<file path="config.mk">
export PLATFORM = sky130hd
export DESIGN_NAME = function_unit_x
export DESIGN_NICKNAME = d
export VERILOG_FILES = /design/src/rtl/function_unit_x.sv
export SDC_FILE = /design/constraint.sdc
export NUM_CORES = 1
export LEC_CHECK = 0
export CAP_MARGIN = 20
export CORE_MARGIN = 3
export CORE_UTILIZATION = 59
export CTS_CLUSTER_DIAMETER = 50
export DETAILED_ROUTE_END_ITERATION = 7
export DONT_BUFFER_PORTS = 1
export PLACE_DENSITY_LB_ADDON = 0.12
export SYNTH_ARGS = -nofsm -noshare
export SYNTH_HDL_FRONTEND = slang
export SYNTH_SLANG_ARGS = --single-unit
</file>
<file path="constraint.sdc">
create_clock -name clk -period 4.5 [get_ports clk]
set_clock_uncertainty 0.2 [all_clocks]
set_input_delay 0.675 -clock clk [delete_from_list [all_inputs] [get_ports clk]]
set_output_delay 0.675 -clock clk [all_outputs]
set_load 0.005 [all_outputs]
</file>
<file path="src/rtl/function_unit_x.sv">
// function_unit_x
//   Multi-cycle MSP430/MSP430X function unit. Executes two-operand, shift and
//   decimal ops in byte, word or address width, repeated rep+1 times.
//   Build option: define DADD_EN to implement DADD. Without it, DADD is
//   reported with ill=1, and result/flags pass through.
//
// Ports
//   clk, rst                 clock, async active-high reset
//   start                    request, sampled only while idle
//   op[3:0], size[1:0], rep  operation, width (00 byte, 01/11 word, 10 addr),
//                            repeat count
//   src, dst                 operands
//   Zin, Vin, Nin, Cin       status in
//   busy, done, ill          handshake; done is a one-cycle pulse
//   result                   registered result, zero above the active width
//   Zout, Vout, Nout, Cout   registered status out
module function_unit_x #(
    parameter int WIDTH = 20,
    parameter int REP_W = 4
) (
    input  logic             clk,
    input  logic             rst,
    input  logic             start,
    input  logic [3:0]       op,
    input  logic [1:0]       size,
    input  logic [REP_W-1:0] rep,
    input  logic [WIDTH-1:0] src,
    input  logic [WIDTH-1:0] dst,
    input  logic             Zin,
    input  logic             Vin,
    input  logic             Nin,
    input  logic             Cin,
    output logic             busy,
    output logic             done,
    output logic             ill,
    output logic [WIDTH-1:0] result,
    output logic             Zout,
    output logic             Vout,
    output logic             Nout,
    output logic             Cout
);

    typedef enum logic [1:0] {IDLE, EXEC, DONE} state_t;

    localparam logic [3:0] OP_MOV  = 4'd0,  OP_ADD  = 4'd1,  OP_ADDC = 4'd2,
                           OP_SUBC = 4'd3,  OP_SUB  = 4'd4,  OP_CMP  = 4'd5,
                           OP_DADD = 4'd6,  OP_BIT  = 4'd7,  OP_BIC  = 4'd8,
                           OP_BIS  = 4'd9,  OP_XOR  = 4'd10, OP_AND  = 4'd11,
                           OP_RRC  = 4'd12, OP_RRA  = 4'd13, OP_RLA  = 4'd14,
                           OP_RRU  = 4'd15;

    function automatic logic [WIDTH-1:0] size_mask(input logic [1:0] s);
        case (s)
            2'b00:   size_mask = WIDTH'(8'hFF);
            2'b10:   size_mask = '1;
            default: size_mask = WIDTH'(16'hFFFF);
        endcase
    endfunction

    // Flag vectors are ordered {Z, V, N, C}.
    state_t             state_q, state_d;
    logic [3:0]         op_q, op_d;
    logic [1:0]         size_q, size_d;
    logic [WIDTH-1:0]   src_q, src_d;
    logic [WIDTH-1:0]   dst_q, dst_d;       // working dst, fed back per iteration
    logic [3:0]         wflg_q, wflg_d;     // working flags, fed back per iteration
    logic [3:0]         oflg_q, oflg_d;     // flags presented on the outputs
    logic [REP_W-1:0]   cnt_q, cnt_d;
    logic [WIDTH-1:0]   result_q, result_d;
    logic               ill_q, ill_d;

    // ---------------- one iteration, from the working registers ----------------
    logic [WIDTH-1:0] mask, msbm;
    logic             d_msb, s_msb, cin;
    logic [WIDTH-1:0] add_b;
    logic             add_c;
    logic [WIDTH:0]   sum;
    logic [WIDTH-1:0] add_r;
    logic             add_carry, add_v;
    logic [WIDTH-1:0] it_r;
    logic             it_c, it_v, it_z, it_n;
    logic             pass_flags, keep_dst;
    logic [3:0]       it_flg;
`ifdef DADD_EN
    logic [5:0]       dd_t;
    logic             dd_c;
    logic [WIDTH-1:0] dd_r;
`endif

    always_comb begin
        mask  = size_mask(size_q);
        msbm  = mask ^ (mask >> 1);             // single bit at n-1
        d_msb = |(dst_q & msbm);
        s_msb = |(src_q & msbm);
        cin   = wflg_q[0];

        // Subtraction is dst + ~src + 1 (SUBC: + C); C is then no-borrow.
        add_b = src_q;
        add_c = 1'b0;
        case (op_q)
            OP_ADDC:        add_c = cin;
            OP_SUB, OP_CMP: begin add_b = ~src_q & mask; add_c = 1'b1; end
            OP_SUBC:        begin add_b = ~src_q & mask; add_c = cin;  end
            default: ;
        endcase
        sum       = {1'b0, dst_q} + {1'b0, add_b} + (WIDTH+1)'(add_c);
        add_r     = sum[WIDTH-1:0] & mask;
        add_carry = |(sum & ({1'b0, mask} + (WIDTH+1)'(1)));   // bit n of the sum
        add_v     = (d_msb == |(add_b & msbm)) && (|(add_r & msbm) != d_msb);

`ifdef DADD_EN
        // Nibble-serial BCD add over the active nibbles only.
        dd_c = cin;
        dd_r = '0;
        dd_t = '0;
        for (int i = 0; i < WIDTH / 4; i++) begin
            if (mask[4*i+3]) begin
                dd_t = {2'b00, dst_q[4*i +: 4]} + {2'b00, src_q[4*i +: 4]} + {5'b0, dd_c};
                if (dd_t >= 6'd10) begin
                    dd_t = dd_t + 6'd6;
                    dd_c = 1'b1;
                end else begin
                    dd_c = 1'b0;
                end
                dd_r[4*i +: 4] = dd_t[3:0];
            end
        end
`endif

        it_r       = dst_q;
        it_c       = cin;
        it_v       = wflg_q[2];
        pass_flags = 1'b0;
        keep_dst   = 1'b0;
        case (op_q)
            OP_MOV: begin it_r = src_q; pass_flags = 1'b1; end
            OP_ADD, OP_ADDC, OP_SUB, OP_SUBC, OP_CMP: begin
                it_r = add_r; it_c = add_carry; it_v = add_v;
                keep_dst = (op_q == OP_CMP);
            end
`ifdef DADD_EN
            OP_DADD: begin it_r = dd_r; it_c = dd_c; it_v = 1'b0; end
`endif
            OP_BIT, OP_AND: begin
                it_r = dst_q & src_q; it_c = |it_r; it_v = 1'b0;
                keep_dst = (op_q == OP_BIT);
            end
            OP_BIC: begin it_r = dst_q & ~src_q; pass_flags = 1'b1; end
            OP_BIS: begin it_r = dst_q | src_q;  pass_flags = 1'b1; end
            OP_XOR: begin it_r = dst_q ^ src_q; it_c = |it_r; it_v = s_msb & d_msb; end
            OP_RRC: begin it_r = (dst_q >> 1) | (cin ? msbm : '0);   it_c = dst_q[0]; it_v = 1'b0; end
            OP_RRA: begin it_r = (dst_q >> 1) | (d_msb ? msbm : '0); it_c = dst_q[0]; it_v = 1'b0; end
            OP_RRU: begin it_r = dst_q >> 1; it_c = dst_q[0]; it_v = 1'b0; end
            OP_RLA: begin
                it_r = (dst_q << 1) & mask; it_c = d_msb;
                it_v = d_msb ^ |(it_r & msbm);
            end
            default: ;
        endcase
        it_z = ~|it_r;
        it_n = |(it_r & msbm);
        if (pass_flags) begin
            it_flg = wflg_q;
        end else begin
            it_flg = {it_z, it_v, it_n, it_c};
        end
    end

    // ---------------- sequencer ----------------
    logic dadd_skip;

    always_comb begin
`ifdef DADD_EN
        dadd_skip = 1'b0;
`else
        dadd_skip = (op_q == OP_DADD);
`endif
        state_d  = state_q;
        op_d     = op_q;
        size_d   = size_q;
        src_d    = src_q;
        dst_d    = dst_q;
        wflg_d   = wflg_q;
        oflg_d   = oflg_q;
        cnt_d    = cnt_q;
        result_d = result_q;
        ill_d    = ill_q;
        case (state_q)
            IDLE: begin
                if (start) begin
                    op_d    = op;
                    size_d  = size;
                    src_d   = src & size_mask(size);
                    dst_d   = dst & size_mask(size);
                    wflg_d  = {Zin, Vin, Nin, Cin};
                    cnt_d   = rep;
                    ill_d   = 1'b0;
                    state_d = EXEC;
                end
            end
            EXEC: begin
                if (dadd_skip) begin
                    // Unsupported op: one cycle in EXEC, then report it.
                    result_d = dst_q;
                    oflg_d   = wflg_q;
                    ill_d    = 1'b1;
                    state_d  = DONE;
                end else begin
                    result_d = it_r;
                    oflg_d   = it_flg;
                    wflg_d   = it_flg;
                    if (!keep_dst) dst_d = it_r;
                    if (cnt_q == '0) begin
                        state_d = DONE;
                    end else begin
                        cnt_d = cnt_q - REP_W'(1);
                    end
                end
            end
            DONE:    state_d = IDLE;
            default: state_d = IDLE;
        endcase
    end

    always_ff @(posedge clk or posedge rst) begin
        if (rst) begin
            state_q  <= IDLE;
            op_q     <= '0;
            size_q   <= '0;
            src_q    <= '0;
            dst_q    <= '0;
            wflg_q   <= '0;
            oflg_q   <= '0;
            cnt_q    <= '0;
            result_q <= '0;
            ill_q    <= 1'b0;
        end else begin
            state_q  <= state_d;
            op_q     <= op_d;
            size_q   <= size_d;
            src_q    <= src_d;
            dst_q    <= dst_d;
            wflg_q   <= wflg_d;
            oflg_q   <= oflg_d;
            cnt_q    <= cnt_d;
            result_q <= result_d;
            ill_q    <= ill_d;
        end
    end

    assign busy   = (state_q != IDLE);
    assign done   = (state_q == DONE);
    assign ill    = ill_q;
    assign result = result_q;
    assign Zout   = oflg_q[3];
    assign Vout   = oflg_q[2];
    assign Nout   = oflg_q[1];
    assign Cout   = oflg_q[0];

endmodule

</file>
Word-level counts from Yosys, hierarchy flattened --
Cells that the tools add are included.
Operators by class: eq/ne operators 27, bitwise gates (word level) 22, mux-type cells 33, reductions and logical operators 33, add/sub/neg operators 4
Operator list (count):
- $and 20x20->20 | 13
- $pmux 20 s10 | 1
- $mux 20 | 9
- $reduce_or 20->1 | 9
- $pmux 20 s2 | 3
- $or 19x20->20 | 2
- $eq 4x4->1 const B | 8
- $mux 4 | 6
- $add 20x1->21 const B | 1
- $add 20x20->21 | 1
- $add 21x1->21 | 1
- $and 21x21->21 | 1
- $reduce_or 21->1 | 1
- $not 20->20 | 1
- $or 20x20->20 | 1
- $xor 20x19->20 | 1
- $xor 20x20->20 | 1
- $eq 4x3->1 const B | 4
- $pmux 4 s2 | 2
- $ne 2x2->1 const B | 5
- $reduce_or 5->1 | 2
- $reduce_or 3->1 | 3
- $eq 4x2->1 const B | 2
- $logic_not 4->1 | 2
- 23 further kinds | 39
Word-level totals: output and inout port bits 27, bits in registers 81

Longest topological paths before layout --
depth after elaboration 15, gate-level depth with buffers 20, gate-level depth less buffers 17

Worst setup path before layout --
Ideal clock, no wire load.
path type flip-flop to flip-flop, start register op_q[2], end register oflg_q[0], path buffers 2, arrival time 4019 ps, clock period less this slack 4344 ps, cell stages (with the launch flop) 19, path slack 156 ps, cells stage by stage dfrtp_1 > nor2b_1 > buf_2 > nand2_1 > a21oi_1 > buf_2 > xnor2_1 > fa_1 > fa_1 > a211oi_1 > o31a_1 > o32ai_1 > o21a_1 > or3_1 > nand2_1 > o22ai_1 > nor4_1 > o221ai_1 > a21boi_1
Between the ends: cells in the longest elaborated chain, start to end 10, elaborated cells on any way between the ends 33, classes of those cells add/sub (2); eq/ne (15); mux (6); bitwise (1); reduce/logical (9)
Ends and longest elaborated chain:
- from (decl) | line 62 | logic [3:0] op_q, op_d;
- from (signal assigned) | line 239 | op_q <= op_d;
- $eq 4x3->1 / $eq 4x2->1 (equally long branches) | line 100, 135
- $reduce_or 3->1 (no line)
- $mux 20
- $add 20x20->21 | line 106 | sum = {1'b0, dst_q} + {1'b0, add_b} + (WIDTH+1)'(add_c);
- $add 21x1->21 | line 106
- $and 21x21->21 | line 108 | add_carry = |(sum & ({1'b0, mask} + (WIDTH+1)'(1)));
- $reduce_or 21->1 | line 108
- $pmux 1 s5 | line 135 | case (op_q)
- $mux 4 | line 162 | if (pass_flags) begin
- $mux 4 *
- to (signal assigned) | line 244 | oflg_q <= oflg_d;
- to (decl) | line 67 | logic [3:0] oflg_q, oflg_d;
Mark *: on every way between the ends. The rest lies on a longest branch, timed or not. A chain may end at the register's enable or synchronous reset.

Worst setup path in the final report --
start register op_q[1], end register oflg_q[0]
Same word-level chain as after synthesis.

==> results.sh <==
export IMPL_status="completed"
export IMPL_finalCritPeriodShare_pct=95.48
export IMPL_min_period_ns=4.297
export IMPL_cts_hold_buf=0
export IMPL_port_buffers=0
export IMPL_ant_nets=0
export IMPL_die_x_um=120.6
export IMPL_clock_path_buffers=2
export IMPL_drt_pass1_iterations=7
export IMPL_hpwl_mm=22.77
export IMPL_min_path_type="input pin to async pin"
export IMPL_cts_sinks=81
export IMPL_drive_above_1_share_pct=10.43
export IMPL_slew_headroom_pct=40.74
export IMPL_wire_per_inst_um=25.96
export IMPL_crit_arrival_ns=4.33
export IMPL_final_max_slew_viol_count=0
export IMPL_crit_required_ns=4.53
export IMPL_ys_async_sr_fraction_pct=100.0
export IMPL_ys_flop_type="dfrtp_1"
export IMPL_std_cell_rows=41
export IMPL_hold_viol=0
export IMPL_core_mm2=0.01272
export IMPL_worst_pin_slew_ns=0.8879
export IMPL_vias=8392
export IMPL_syn_nets=1142
export IMPL_synth_avg_cell_area_um2=7.732
export IMPL_gp_congestion=1.063
export IMPL_grt_max_degree=57
export IMPL_yosysUniqueCellTypes=82
export IMPL_crit_buf_inv=1
export IMPL_antenna_found_initial=0
export IMPL_cp_slowest_cell="fa_1"
export IMPL_maxCapViolations=0
export IMPL_cts_root_buf="clkbuf_16"
export IMPL_slowest_delay_ns=0.43
export IMPL_die_area_mm2=0.01454
export IMPL_setup_viol=0
export IMPL_syn_cell_area_mm2=0.007747
export IMPL_path_cells="nor2b_1, buf_4, a21oi_1, nor2_1, fa_2, fa_1, a211oi_2, o31a_1, o32ai_2, o21a_1, or3_1, nand2_1, o22ai_1, nor4_2, o221ai_1, a21boi_1"
export IMPL_path_delay_family="compound AO/OA/AOI/OAI gates"
export IMPL_path_class="flop to flop"
export IMPL_synthToLayoutAreaGrowth_pct=8.979
export IMPL_hold_slack_ns=0.1580
export IMPL_h_tree_depth=3
export IMPL_worstSetupStartpointType="flop"
export IMPL_grt_pass1_wl_mm=46.47
export IMPL_routed_wl_mm=30.60
export IMPL_clkLatencyLatePin_ns=0.36
export IMPL_die_h_um=120.6
export IMPL_numCtsBuffers=9
export IMPL_final_nets=1142
export IMPL_drt_iter0_markers=1467
export IMPL_seq_area_frac_synth_pct=26.16
export IMPL_fmax_mhz=232.7
export IMPL_cts_tree="built"
export IMPL_num_io_pins=84
export IMPL_crit_fanout=9
export IMPL_synth_edff_count=0
export IMPL_ys_warn_count=0
export IMPL_syn_inst=1002
export IMPL_drc_errors=0
export IMPL_overflow=0
export IMPL_grt_pass1_vias=7836
export IMPL_ys_ff_latch=81
export IMPL_end_kind="flop"
export IMPL_clk_pin_slew_ns=0.08
export IMPL_start_util_pct=60.90
export IMPL_grt_total_usage_pct=41.95
export IMPL_num_antenna_cells=0
export IMPL_viasPerCell=7.118
## area by class of cell
type,instances,area [um^2]
Timing Repair Buffer,45,361.6
Clock inverter,7,61.31
Sequential cell,81,2028
Inverter,54,203.9
Multi-Input combinational cell,811,5348
Tap cell,172,215.2
Fill cell,1134,4279
Clock buffer,9,225.2
## what timing repair did
item                       CTS  global route
setup endpoints to repair    0            18
gates resized for setup      0            12
setup buffers                0             1
## registers in the layout, indices dropped and copies added, names as in the netlist, 2 cells and up
register  flops
size_q        2
state_q       2
dst_q        20
src_q        20
oflg_q        4
result       20
op_q          4
cnt_q         4
wflg_q        4
## synth_stat cells, types with 4 or more instances
cell type | number | area [um^2]
o221ai_1 | 7 | 61.31
o21ai_0 | 85 | 425.4
o21ai_1 | 4 | 20.02
inv_1 | 50 | 187.7
a21o_1 | 16 | 120.1
o21a_1 | 8 | 60.06
o32ai_1 | 5 | 43.79
a222oi_1 | 4 | 40.04
nand2b_1 | 11 | 68.82
mux2i_1 | 16 | 160.2
buf_2 | 16 | 80.08
a31oi_1 | 11 | 68.82
clkbuf_1 | 32 | 120.1
nand2_1 | 144 | 540.5
o211ai_1 | 8 | 60.06
a211oi_1 | 18 | 135.1
a2bb2oi_1 | 5 | 43.79
a21oi_1 | 74 | 370.4
or2_2 | 4 | 25.02
nand3_1 | 33 | 165.2
a221oi_1 | 10 | 87.58
nor3_1 | 16 | 80.08
buf_1 | 5 | 18.77
nand4_1 | 4 | 25.02
o21bai_1 | 6 | 45.04
o31ai_1 | 9 | 67.56
a21boi_1 | 4 | 30.03
and2_1 | 6 | 37.54
nor2_1 | 80 | 300.3
xor2_1 | 6 | 52.55
ha_1 | 81 | 1013
a22oi_1 | 15 | 112.6
or3_1 | 4 | 25.02
nor4_1 | 15 | 93.84
o22ai_1 | 14 | 87.58
and3_1 | 5 | 31.28
dfrtp_1 | 81 | 2027
xnor2_1 | 15 | 131.4
nor2b_1 | 11 | 68.82
## placed cells by master, fill, tap and decap left out, types with 16 or more instances in the layout
master and count:
a211oi_1 17, nand2_1 143, a21o_1 16, dfrtp_1 80, a21oi_1 73, nand3_1 33, buf_4 43, nor3_1 16
inv_1 49, ha_1 81, mux2i_1 16, nor2_1 78, o21ai_0 85
## final timing paths
check | slack (ns) | endpoint | startpoint | depth (start not counted)
worst max register to register | 0.20 | oflg_q[0]$_DFFE_PP0P_ | op_q[1]$_DFFE_PP0P_ | 16
worst min-delay path | 0.16 | result[6]$_DFFE_PP0P_ | rst | 1
min in group clk | 0.23 | size_q[1]$_DFFE_PP0P_ | size[1] | 2
worst max-delay path | 0.20 | oflg_q[0]$_DFFE_PP0P_ | op_q[1]$_DFFE_PP0P_ | 16
worst min register to register | 0.32 | result[15]$_DFFE_PP0P_ | result[15]$_DFFE_PP0P_ | 2
max in group asynchronous | 2.99 | result[18]$_DFFE_PP0P_ | rst | 2
## per-stage QoR
| step | utilization, % | setup slack [ns] | setup TNS (ns) | instances | area, um^2 |
|---|---|---|---|---|---|
| 6_report | 66.37 | 0.2032 | 0 | 1179 | 8443 |
| 5_1_grt | 66.37 | -0.03895 | -0.06018 | 1179 | 8443 |
| 4_1_cts | 65.62 | 0.07824 | 0 | 1177 | 8348 |
| 3_5_place_dp | 63.37 | 0.1068 | 0 | 1161 | 8061 |
| 3_3_place_gp | 63.37 | 0.2137 | 0 | 1161 | 8061 |
| 2_1_floorplan | - | 0.1563 | 0 | 1002 | 7747 |
## logic make-up (layout without fill, tap and decap cells)
logic type | after synthesis | in the layout | share of synthesized area, %
simple gates | 354 | 354 | 21.19
compound gates | 334 | 334 | 28.31
buf+inv | 110 | 115 | 5.798
fa+ha+maj | 83 | 83 | 13.60
flops | 81 | 81 | 26.16
xor+xnor | 22 | 22 | 2.584
mux | 18 | 18 | 2.358
## layer usage
metal	share of wire, %	global-route usage [%]	vias to the layer above
met3	16	14.73	106
met5	0	0	-
met2	41	59.62	698
met4	4.1	15.58	0
met1	39	58.77	3959
li1	-	-	3629
Power is not shown: default switching activity piles up to over one toggle a cycle in this logic, so the estimate is an artifact.
